**src/rtl/multicycle_step_sequencer_pkg.sv**
```systemverilog
`default_nettype none
// +----------------------------------------------------------------------+
// | seq_pkg: opcodes, instruction classes, last steps and FSM states      |
// | for the multicycle step sequencer.                                    |
// | Rev 1.0                                                               |
// +----------------------------------------------------------------------+
package seq_pkg;

    typedef enum logic [2:0] {
        CLS_ALU, CLS_LDR, CLS_STR, CLS_BR, CLS_JAL, CLS_OUT, CLS_HLT, CLS_ILL
    } class_t;

    typedef enum logic [1:0] {ST_RUN, ST_WAIT, ST_HALT, ST_ERR} state_t;

    // Each constant packs {InsM[4:0], InsL[1:0]}.
    localparam logic [6:0] c_ins_add   = 7'b00000_00;
    localparam logic [6:0] c_ins_adc   = 7'b00000_01;
    localparam logic [6:0] c_ins_sub   = 7'b00000_10;
    localparam logic [6:0] c_ins_sbc   = 7'b00000_11;
    localparam logic [6:0] c_ins_lhi   = 7'b00001_00;
    localparam logic [6:0] c_ins_lli   = 7'b00010_00;
    localparam logic [6:0] c_ins_ldrri = 7'b00011_00;
    localparam logic [6:0] c_ins_ldrrr = 7'b00100_00;
    localparam logic [6:0] c_ins_strri = 7'b00101_00;
    localparam logic [6:0] c_ins_strrr = 7'b00110_00;
    localparam logic [6:0] c_ins_cmp   = 7'b00110_01;
    localparam logic [6:0] c_ins_addi  = 7'b00111_00;
    localparam logic [6:0] c_ins_subi  = 7'b01000_00;
    localparam logic [6:0] c_ins_mov   = 7'b01011_00;
    localparam logic [6:0] c_ins_jmp   = 7'b10000_00;
    localparam logic [6:0] c_ins_jalri = 7'b10001_00;
    localparam logic [6:0] c_ins_jalrr = 7'b10010_00;
    localparam logic [6:0] c_ins_jr    = 7'b10011_00;
    localparam logic [6:0] c_ins_beq   = 7'b11000_00;
    localparam logic [6:0] c_ins_bne   = 7'b11000_01;
    localparam logic [6:0] c_ins_bcs   = 7'b11000_10;
    localparam logic [6:0] c_ins_bcc   = 7'b11000_11;
    localparam logic [6:0] c_ins_bal   = 7'b11001_00;
    localparam logic [6:0] c_ins_out   = 7'b11100_00;
    localparam logic [6:0] c_ins_hlt   = 7'b11100_01;

    localparam logic [2:0] c_last_alu = 3'd3;
    localparam logic [2:0] c_last_ldr = 3'd4;
    localparam logic [2:0] c_last_str = 3'd3;
    localparam logic [2:0] c_last_br  = 3'd2;
    localparam logic [2:0] c_last_jal = 3'd3;
    localparam logic [2:0] c_last_out = 3'd2;
    localparam logic [2:0] c_last_hlt = 3'd2;
    localparam logic [2:0] c_last_ill = 3'd2;
    localparam logic [2:0] c_data_step = 3'd3;

    function automatic logic [2:0] last_step(input class_t c);
        case (c)
            CLS_ALU: return c_last_alu;
            CLS_LDR: return c_last_ldr;
            CLS_STR: return c_last_str;
            CLS_BR:  return c_last_br;
            CLS_JAL: return c_last_jal;
            CLS_OUT: return c_last_out;
            CLS_HLT: return c_last_hlt;
            default: return c_last_ill;
        endcase
    endfunction

endpackage
`default_nettype wire

```
**src/rtl/multicycle_step_sequencer_if.sv**
```systemverilog
`default_nettype none
// +----------------------------------------------------------------------+
// | multicycle_step_sequencer_if: instruction/memory inputs and step      |
// | control outputs of the sequencer.                                     |
// | Rev 1.0                                                               |
// +----------------------------------------------------------------------+
interface multicycle_step_sequencer_if #(
    parameter int CNT_W = 3
);
    logic [4:0]       InsM;
    logic [1:0]       InsL;
    logic             mem_ready;
    logic [CNT_W-1:0] Cnt;
    logic             MEMresource;
    logic             Mem_write;
    logic             IR_load;
    logic             Buff_PC;
    logic             Halted;
    logic             Ill_op;
    logic             Mem_err;

    modport master (
        output InsM, InsL, mem_ready,
        input  Cnt, MEMresource, Mem_write, IR_load, Buff_PC, Halted, Ill_op, Mem_err
    );

    modport slave (
        input  InsM, InsL, mem_ready,
        output Cnt, MEMresource, Mem_write, IR_load, Buff_PC, Halted, Ill_op, Mem_err
    );
endinterface
`default_nettype wire

```
**src/rtl/multicycle_step_sequencer_decode.sv**
```systemverilog
`default_nettype none
// +----------------------------------------------------------------------+
// | seq_class_decode: combinational {InsM, InsL} -> instruction class     |
// | and illegal-opcode flag.                                              |
// | Rev 1.0                                                               |
// +----------------------------------------------------------------------+
module seq_class_decode
    import seq_pkg::*;
(
    input  wire logic [4:0] i_ins_m,
    input  wire logic [1:0] i_ins_l,
    output class_t          o_class,
    output logic            o_ill
);
    always_comb begin
        o_class = CLS_ILL;
        case (i_ins_m)
            c_ins_add[6:2], c_ins_lhi[6:2], c_ins_lli[6:2],
            c_ins_addi[6:2], c_ins_subi[6:2], c_ins_mov[6:2]:
                o_class = CLS_ALU;
            c_ins_ldrri[6:2]: o_class = CLS_LDR;
            c_ins_ldrrr[6:2]: if (i_ins_l == c_ins_ldrrr[1:0]) o_class = CLS_LDR;
            c_ins_strri[6:2]: o_class = CLS_STR;
            // STRrr and CMP share an opcode and are split by InsL.
            c_ins_strrr[6:2]: begin
                if (i_ins_l == c_ins_strrr[1:0])     o_class = CLS_STR;
                else if (i_ins_l == c_ins_cmp[1:0])  o_class = CLS_ALU;
            end
            c_ins_beq[6:2], c_ins_bal[6:2], c_ins_jmp[6:2], c_ins_jr[6:2]:
                o_class = CLS_BR;
            c_ins_jalri[6:2], c_ins_jalrr[6:2]: o_class = CLS_JAL;
            c_ins_out[6:2]: begin
                if (i_ins_l == c_ins_out[1:0])       o_class = CLS_OUT;
                else if (i_ins_l == c_ins_hlt[1:0])  o_class = CLS_HLT;
            end
            default: ;
        endcase
    end

    assign o_ill = (o_class == CLS_ILL);
endmodule
`default_nettype wire

```
**src/rtl/multicycle_step_sequencer.sv**
```systemverilog
`default_nettype none
// +----------------------------------------------------------------------+
// | multicycle_step_sequencer: step counter, memory-wait handshake,       |
// | halt/timeout handling and step control strobes.                       |
// | Rev 1.0                                                               |
// +----------------------------------------------------------------------+
module multicycle_step_sequencer
    import seq_pkg::*;
#(
    parameter int CNT_W         = 3,
    parameter int USE_MEM_READY = 1,
    parameter int WAIT_MAX      = 15
) (
    input  wire logic                    clk,
    input  wire logic                    Rst,
    multicycle_step_sequencer_if.slave   bus
);
    state_t           r_state;
    logic [CNT_W-1:0] r_cnt;
    logic [6:0]       r_op;
    logic [7:0]       r_wait;

    class_t           w_class;
    logic             w_ill;
    logic             w_rdy;
    logic             w_active;
    logic             w_data_step;
    logic             w_mem_step;
    logic             w_at_last;
    logic [7:0]       w_wait_next;
    logic [CNT_W-1:0] w_cnt_adv;

    seq_class_decode u_decode (
        .i_ins_m (r_op[6:2]),
        .i_ins_l (r_op[1:0]),
        .o_class (w_class),
        .o_ill   (w_ill)
    );

    generate
        if (USE_MEM_READY != 0) begin : g_rdy_used
            assign w_rdy = bus.mem_ready;
        end else begin : g_rdy_ignored
            assign w_rdy = 1'b1;
        end
    endgenerate

    assign w_active    = (r_state == ST_RUN) || (r_state == ST_WAIT);
    assign w_data_step = (r_cnt == CNT_W'(c_data_step)) &&
                         ((w_class == CLS_LDR) || (w_class == CLS_STR));
    assign w_mem_step  = (r_cnt == '0) || w_data_step;
    assign w_at_last   = (r_cnt == CNT_W'(last_step(w_class)));
    // The stall count includes the RUN cycle that first saw mem_ready low.
    assign w_wait_next = ((r_state == ST_WAIT) ? r_wait : 8'd0) + 8'd1;
    assign w_cnt_adv   = w_at_last ? '0 : r_cnt + CNT_W'(1);

    always_ff @(posedge clk or negedge Rst) begin
        if (!Rst) begin
            r_state <= ST_RUN;
            r_cnt   <= '0;
            r_op    <= '0;
            r_wait  <= '0;
        end else begin
            case (r_state)
                ST_RUN, ST_WAIT: begin
                    if (w_mem_step && !w_rdy) begin
                        r_wait  <= w_wait_next;
                        r_state <= (w_wait_next == 8'(WAIT_MAX)) ? ST_ERR : ST_WAIT;
                    end else begin
                        r_wait <= '0;
                        r_cnt  <= w_cnt_adv;
                        if (r_cnt == '0)
                            r_op <= {bus.InsM, bus.InsL};
                        r_state <= ((r_state == ST_RUN) && w_at_last && (w_class == CLS_HLT))
                                   ? ST_HALT : ST_RUN;
                    end
                end
                default: ;
            endcase
        end
    end

    assign bus.Cnt         = r_cnt;
    // Gated by Rst so no strobe appears while reset is held.
    assign bus.IR_load     = Rst && w_active && (r_cnt == '0) && w_rdy;
    assign bus.MEMresource = w_active && w_data_step;
    assign bus.Mem_write   = w_active && w_data_step && (w_class == CLS_STR);
    assign bus.Buff_PC     = (r_state == ST_RUN) && w_at_last && (!w_data_step || w_rdy);
    assign bus.Ill_op      = (r_state == ST_RUN) && (r_cnt == CNT_W'(1)) && w_ill;
    assign bus.Halted      = (r_state == ST_HALT);
    assign bus.Mem_err     = (r_state == ST_ERR);
endmodule
`default_nettype wire
```
**src/flat_wrapper.sv**
```systemverilog
// flat-port wrapper written by rule: the top's interface ports become plain ports
module multicycle_step_sequencer_flat import seq_pkg::*;
#(
    parameter int CNT_W         = 3,
    parameter int USE_MEM_READY = 1,
    parameter int WAIT_MAX      = 15
)
  (clk, Rst, bus_InsM, bus_InsL, bus_mem_ready, bus_Cnt, bus_MEMresource, bus_Mem_write, bus_IR_load, bus_Buff_PC, bus_Halted, bus_Ill_op, bus_Mem_err);
  multicycle_step_sequencer_if #(.CNT_W(CNT_W)) bus_i ();
  input  wire logic clk;
  input  wire logic Rst;
  input wire logic [$bits(bus_i.InsM)-1:0] bus_InsM;
  input wire logic [$bits(bus_i.InsL)-1:0] bus_InsL;
  input wire logic [$bits(bus_i.mem_ready)-1:0] bus_mem_ready;
  output wire logic [$bits(bus_i.Cnt)-1:0] bus_Cnt;
  output wire logic [$bits(bus_i.MEMresource)-1:0] bus_MEMresource;
  output wire logic [$bits(bus_i.Mem_write)-1:0] bus_Mem_write;
  output wire logic [$bits(bus_i.IR_load)-1:0] bus_IR_load;
  output wire logic [$bits(bus_i.Buff_PC)-1:0] bus_Buff_PC;
  output wire logic [$bits(bus_i.Halted)-1:0] bus_Halted;
  output wire logic [$bits(bus_i.Ill_op)-1:0] bus_Ill_op;
  output wire logic [$bits(bus_i.Mem_err)-1:0] bus_Mem_err;
  assign bus_i.InsM = bus_InsM;
  assign bus_i.InsL = bus_InsL;
  assign bus_i.mem_ready = bus_mem_ready;
  assign bus_Cnt = bus_i.Cnt;
  assign bus_MEMresource = bus_i.MEMresource;
  assign bus_Mem_write = bus_i.Mem_write;
  assign bus_IR_load = bus_i.IR_load;
  assign bus_Buff_PC = bus_i.Buff_PC;
  assign bus_Halted = bus_i.Halted;
  assign bus_Ill_op = bus_i.Ill_op;
  assign bus_Mem_err = bus_i.Mem_err;
  multicycle_step_sequencer #(.CNT_W(CNT_W), .USE_MEM_READY(USE_MEM_READY), .WAIT_MAX(WAIT_MAX)) u_core (.clk(clk), .Rst(Rst), .bus(bus_i));
endmodule
```
**config.mk**
```make
export PLATFORM = sky130hd
export DESIGN_NAME = multicycle_step_sequencer_flat
export DESIGN_NICKNAME = d
export VERILOG_FILES = /design/src/rtl/multicycle_step_sequencer_pkg.sv /design/src/rtl/multicycle_step_sequencer_if.sv /design/src/rtl/multicycle_step_sequencer_decode.sv /design/src/rtl/multicycle_step_sequencer.sv /design/src/flat_wrapper.sv
export SDC_FILE = /design/constraint.sdc
export NUM_CORES = 1
export LEC_CHECK = 0
export BUFFER_PORTS_ARGS = -buffer_cell sky130_fd_sc_hd__buf_2
export CORE_MARGIN = 8
export CORE_UTILIZATION = 30
export DETAILED_ROUTE_END_ITERATION = 8
export PLACE_DENSITY = 0.48
export SETUP_SLACK_MARGIN = 0.5
export SYNTH_ARGS = -nofsm -noshare
export SYNTH_HDL_FRONTEND = slang
export SYNTH_SLANG_ARGS = --single-unit
```
**constraint.sdc**
```tcl
create_clock -name clk -period 2.7 [get_ports clk]
set_clock_uncertainty 0.2 [all_clocks]
set_input_delay 0.27 -clock clk [delete_from_list [all_inputs] [get_ports clk]]
set_output_delay 0.27 -clock clk [all_outputs]
set_load 0.02 [all_outputs]
```
==> results.cfg, run 1 <==
[status]
status = finished, violations left
failed_checks = setup timing

[power]
vdd_drop_max_uv = 162
combinationalPowerShare_pct = 2.6
finalPower_uw = 622
switching_share_pct = 19.1
leakagePower_nw = 1.01
power_frac_clock_pct = 49.3
p_int_uw = 504
power.switching_uw = 119
pwr-share-seq_pct = 48.1
pwr_density_cell_mw_per_mm2 = 263

[synthesis]
syn-instance-count = 191
seq_area_frac_synth_pct = 30.7
yosys_register_bits = 20
synth-edff-count = 0
ys_types = 52
synth_nets = 207
netlist_area_sq_mm = 0.00163
synthArstFlopShare_pct = 100
synth_flop_cell = dfrtp_1
yosysWarnings = 0
synth.avg_cell_area_sq_um = 8.55

[sta]
report.final.setup_viol = 2
relSlewSlack_pct = 68.3
rsz0062_at_grt = yes
maxSlewViolCount = 0
final.min_clock_period_ns = 2.76
whs_ns = 0.0126
hold_viol = 0
fin_crit_sh_pct = 102
max_freq_mhz = 362
setup_tns_ns = -0.114
setup_ws_ns = -0.0639
worstMarginPinSlew_ns = 0.475

[placed_design]
place_area_sq_mm = 0.00197
port_buffers = 19
dp_hpwl_mm = 3.14
place_inst = 294
gp_congestion = 0.771
dp_slack_ns = 0.0408

[cells_and_area]
fin_area_sq_mm = 0.00237
final_core_util_pct = 44.1
seq_area_sq_um = 508
multiInputGateArea_sq_mm = 0.00120
nNetsFinal = 265
syn2layout_area_growth_pct = 45.0
antenna_cells = 0
stdcell_count = 320
nFillCells = 537
final_layout_size_suffix_gt1_share_pct = 45.2

[die]
core_sq_mm = 0.00537
die_w_microns = 89.8
fp.dieH_microns = 89.8
num_rows = 27
die_area_sq_mm = 0.00806
pin_count = 20
start_util_pct = 30.4

[route]
via_per_inst = 5.06
route.detailed.drc = 0
ant_nets = 0
wl_per_cell_microns = 14.0
wl_mm = 4.47
dr.pass1.iters = 4
drt-initial-drc-count = 71
vias = 1620

[clocking]
clkTransAtPathRegs_ns = 0.08
htreeDepth = 1
cts_buffer_depth = 2
cts_root_buf = clkbuf_8
cts_tree = built
clock_latency_ns = 0.26
cts_sinks = 20
cts_buffers = 3

[setup_path]
crit_type = reg2out
worst_setup_path_start_kind = flop
worstPathRequired_ns = 2.23
endpoint_kind = output port
crit_fanout = 12
cp_data_arrival_time_ns = 2.29

[global_route]
first_global_vias = 1626
grt_max_degree = 21
grt_usage_pct = 11.3
grt_overflow_total = 0
antenna_found_initial = 0
grt_pass1_wl_mm = 7.76

[flow_run]
max_cap_violations = 0

[worst_hold_path]
hold_path_class = in2reg
==> synthesized netlist by cell type, types with 2 or more instances <==
| cell | number | area share [%] |
|---|---|---|
| nor4b_1 | 3 | 1.6 |
| nand4_1 | 3 | 1.1 |
| o311ai_2 | 3 | 3.0 |
| nor2b_1 | 3 | 1.1 |
| a21oi_1 | 11 | 3.4 |
| a41o_1 | 2 | 1.2 |
| a22o_1 | 3 | 1.6 |
| a211oi_1 | 3 | 1.4 |
| and2_1 | 6 | 2.3 |
| dfrtp_1 | 20 | 31 |
| ha_1 | 6 | 4.6 |
| o21ai_1 | 7 | 2.1 |
| nand3_1 | 8 | 2.5 |
| mux2i_1 | 3 | 1.8 |
| a31oi_1 | 2 | 0.77 |
| and3_1 | 5 | 1.9 |
| nand3b_1 | 2 | 0.92 |
| buf_2 | 2 | 0.61 |
| nand2_1 | 17 | 3.9 |
| buf_4 | 4 | 1.8 |
| mux2_2 | 6 | 4.1 |
| clkbuf_1 | 3 | 0.69 |
| nor2_1 | 13 | 3.0 |
| inv_1 | 8 | 1.8 |
| o31ai_1 | 4 | 1.8 |
| nand2b_1 | 3 | 1.1 |
| xnor2_1 | 5 | 2.7 |
| o21ai_0 | 5 | 1.5 |
| or3_1 | 2 | 0.77 |
| nor3_1 | 7 | 2.1 |
==> power by group through the flow <==
stage / Sequential, mW / Combinational [mW] / Clock [mW]
3_5_place_dp: 0.305 / 0.0152 / 0
3_3_place_gp: 0.305 / 0.0155 / 0
5_1_grt: 0.299 / 0.0182 / 0.332
2_1_floorplan: 0.305 / 0.000168 / 0
6_report: 0.299 / 0.0162 / 0.307
4_1_cts: 0.299 / 0.0168 / 0.319
==> per-layer routing <==
layer | share of wire (%) | global-route usage [%] | vias up
met5 | 0 | 0 | -
met4 | 0.65 | 3.81 | 0
met3 | 3.7 | 2.33 | 2
met2 | 48 | 18.5 | 33
met1 | 47 | 14.4 | 766
li1 | - | - | 819
==> path summary, 6_finish.rpt <==
check | startpoint | end | slack (ns) | cells after the start
worst max-delay path | u_core.r_op[4] | bus_Mem_write | -0.06 | 8
worst min-delay path | bus_InsL[1] | u_core.r_op[1] | 0.01 | 3
worst max register to register | u_core.r_op[4] | u_core.bus.Cnt[1] | 0.13 | 9
worst min register to register | u_core.bus.Cnt[0] | u_core.bus.Cnt[0] | 0.37 | 1
max in group asynchronous | Rst | u_core.r_op[4] | 1.69 | 3
min in group asynchronous | Rst | u_core.r_state[1] | 0.37 | 3
==> kinds of logic (layout without fill, tap and decap cells) <==
logic type	count (synthesis)	in the layout	synth area share [%]
AOI/OAI and AO/OA	52	52	23.4
xor gates and xnor gates	5	5	2.68
adders and majority gates	6	6	4.60
buffers and inverters	19	76	5.90
DFF	20	20	30.7
muxes	10	10	6.67
and+or+nand+nor	79	79	26.1
==> flip-flops by register name (all words and copies together), names as in the netlist <==
| name | cells |
|---|---|
| u_core.r_wait | 8 |
| u_core.r_op | 7 |
| u_core.r_state | 2 |
| u_core.bus.Cnt | 3 |
==> critical path, stage by stage (launching register included) <==
cell	delay [ns]
dfrtp_2	0.49
nand2b_1	0.19
o32a_1	0.20
o21a_1	0.16
nand2_2	0.06
or3_4	0.44
buf_4	0.16
nor3_4	0.19
buf_6	0.14
==> layout make-up <==
cell class	instances	share of cell area, %
clock buffer	3	1.74
timing repair buffer	63	19.5
tap	72	3.81
inverter	9	1.48
multi-input combinational	152	50.8
clock inverter	1	1.27
sequential	20	21.5
==> timing repair <==
| action | 4_1_cts | 5_1_grt |
|---|---|---|
| hold buffers | 1 | 0 |
| gates resized for setup | 33 | 10 |
| endpoints found under the setup margin | 18 | 18 |
| endpoints found under the hold margin | 20 | 0 |
| gates cloned | 0 | 0 |
| pin swaps | 4 | 1 |
| setup buffers | 19 | 2 |
==> placed cells by master, fill, tap and decap left out, types with 3 or more instances in the layout <==
master / Yosys / routed
buf_6: 1 / 6
nand2b_1: 3 / 3
inv_1: 8 / 6
nand2_1: 17 / 15
buf_2: 2 / 15
nor3_1: 7 / 5
nor2b_1: 3 / 3
clkbuf_8: 0 / 3
xnor2_1: 5 / 5
o21ai_0: 5 / 4
mux2_2: 6 / 6
dfrtp_1: 20 / 14
dfrtp_2: 0 / 6
ha_1: 6 / 5
and3_1: 5 / 4
a21oi_1: 11 / 9
nor2_1: 13 / 12
buf_4: 4 / 41
o21ai_1: 7 / 7
and2_1: 6 / 6
a22o_1: 3 / 3
nand4_1: 3 / 3
nand2_2: 1 / 3
a21oi_2: 1 / 3
nand3_1: 8 / 7
No activity file was read; power rests on OpenSTA's default activity.
==> inputs of run 2 (changes only) <==
--- a/config.mk
+++ b/config.mk
@@ -7,9 +7,9 @@
 export LEC_CHECK = 0
 export BUFFER_PORTS_ARGS = -buffer_cell sky130_fd_sc_hd__buf_2
 export CORE_MARGIN = 8
-export CORE_UTILIZATION = 30
+export CORE_UTILIZATION = 25
 export DETAILED_ROUTE_END_ITERATION = 8
-export PLACE_DENSITY = 0.48
+export PLACE_DENSITY = 0.42
 export SETUP_SLACK_MARGIN = 0.5
 export SYNTH_ARGS = -nofsm -noshare
 export SYNTH_HDL_FRONTEND = slang
==> results.cfg, run 2 (synthesis gave the netlist of run 1 again) <==
[power]
p_int_uw = 505
leakagePower_nw = 1.13
pwr_density_cell_mw_per_mm2 = 242
pwr-share-seq_pct = 47.2
vdd_drop_max_uv = 250
power_frac_clock_pct = 50.1
switching_share_pct = 20.3
combinationalPowerShare_pct = 2.7
power.switching_uw = 129

[cells_and_area]
seq_area_sq_um = 508
syn2layout_area_growth_pct = 60.6
final_layout_size_suffix_gt1_share_pct = 53.3
nFillCells = 628
final_core_util_pct = 41.3
antenna_cells = 0
largest_reg_flops = 8
nNetsFinal = 274
layout_commonest_cell = buf_4
layout_common_cells = 34 x buf_4, 21 x buf_6, 15 x buf_2
largest_register = u_core.r_wait
multiInputGateArea_sq_mm = 0.00133

[setup_path]
crit_type = reg2out
crit_fanout = 6
crit_path_top_delay_cell = dfrtp_2
cp_cell_sequence = or2_4, a21oi_2, o211a_1, nor2_2, or3_4, a211oi_4, nor4_4, buf_4
cpPeakStageDelay_ns = 0.46
worstPathRequired_ns = 2.23
r2r_setup_slack_ns = -0.05
endpoint_kind = output port
path_delay_family = simple AND/OR/NAND/NOR gates
path_buf_inv = 1
cp_data_arrival_time_ns = 2.32
worst_setup_path_start_kind = flop

[clocking]
cts_root_buf = clkbuf_8
clock_latency_ns = 0.27
cts_buffers = 3
clkTransAtPathRegs_ns = 0.09
cts_buffer_depth = 2
htreeDepth = 1
cts_tree = built
cts_sinks = 20

[route]
wl_mm = 4.95
via_per_inst = 4.95
wl_per_cell_microns = 14.8
ant_nets = 0
drt-initial-drc-count = 51
route.detailed.drc = 0
vias = 1652
dr.pass1.iters = 4

[global_route]
first_global_vias = 1685
grt_usage_pct = 10.0
grt_pass1_wl_mm = 8.07
grt_overflow_total = 0
grt_max_degree = 21
antenna_found_initial = 0

[worst_hold_path]
hold_path_class = in2reg

[sta]
hold_viol = 0
relSlewSlack_pct = 60.3
maxSlewViolCount = 0
report.final.setup_viol = 2
rsz0062_at_grt = yes
whs_ns = 0.0193
worstMarginPinSlew_ns = 0.596
final.min_clock_period_ns = 2.79
max_freq_mhz = 359
fin_crit_sh_pct = 103
setup_ws_ns = -0.0865

[die]
core_sq_mm = 0.00635
pin_count = 20
die_area_sq_mm = 0.00937
die_w_microns = 96.8
fp.dieH_microns = 96.8
num_rows = 29
start_util_pct = 25.7

[flow_run]
max_cap_violations = 0

[status]
failed_checks = setup timing
status = finished, violations left

[placed_design]
dp_hpwl_mm = 3.32
port_buffers = 19
gp_congestion = 0.779
==> run 2: changes by cell type in the layout (fill, tap and decap cells not counted), sizes merged <==
cell / before / now
dlygate4sd3: 1 / 2
buf: 62 / 70
==> run 2: stage by stage <==
| stage | instance area, sq um | setup TNS [ns] | power (mW) | setup WS, ns | cells |
|---|---|---|---|---|---|
| final | 2620 | -0.135 | 0.633 | -0.0865 | 334 |
| after global routing | 2620 | -0.518 | 0.657 | -0.203 | 334 |
| after detailed placement | 2000 | -0.0146 | 0.320 | -0.0100 | 303 |
| after CTS | 2440 | -0.0545 | 0.644 | -0.0545 | 327 |
| after global placement | 2000 | 0 | 0.320 | 0.0373 | 303 |
| after floorplan | 1700 | 0 | 0.305 | 0.306 | 191 |
==> run 2: final timing paths <==
check,depth (start not counted),endpoint,start
min reg2reg,2,u_core.r_wait[1],u_core.r_wait[1]
max in group asynchronous,3,u_core.bus.Cnt[0],Rst
min,3,u_core.r_op[1],bus_InsL[1]
max,8,bus_Buff_PC,u_core.r_op[5]
max reg2reg,14,u_core.bus.Cnt[0],u_core.r_op[5]
min in group asynchronous,3,u_core.r_op[4],Rst
==> run 2: tightest hold or removal path: cells and delay by family <==
kind	cells	cell delay, ns
buffers and inverters	1	0.07
AOI/OAI and AO/OA	1	0.06
and+or+nand+nor	1	0.05
==> run 2: final cells by class <==
| type | count | share of cell area, % |
|---|---|---|
| Tap cell | 77 | 3.67 |
| Clock inverter | 1 | 1.15 |
| Timing Repair Buffer | 72 | 22.4 |
| Clock buffer | 3 | 1.57 |
| Inverter | 9 | 1.34 |
| Sequential cell | 20 | 19.4 |
| Multi-Input combinational cell | 152 | 50.5 |
==> run 2: repair_timing <==
item / 4_1_cts / 5_1_grt
gates resized for setup: 55 / 29
hold buffers: 2 / 0
buffers inserted: 18 / 7
endpoints found under the setup margin: 18 / 18
hold endpoints to repair: 21 / 0
pin swaps: 13 / 11
==> run 2: layer usage <==
metal	share of wire, %	track usage (%)	vias up
met3	2.7	1.85	6
li1	-	-	836
met5	0	0	-
met1	48	12.5	785
met4	1.2	2.96	0
met2	48	17.0	25
==> run 2: power groups by stage <==
stage | clock network (mW) | registers [mW] | logic [mW]
global placement | 0 | 0.305 | 0.0150
CTS | 0.327 | 0.299 | 0.0177
floorplan | 0 | 0.305 | 0.000168
global route | 0.338 | 0.299 | 0.0194
detailed placement | 0 | 0.305 | 0.0152
finish | 0.317 | 0.299 | 0.0169
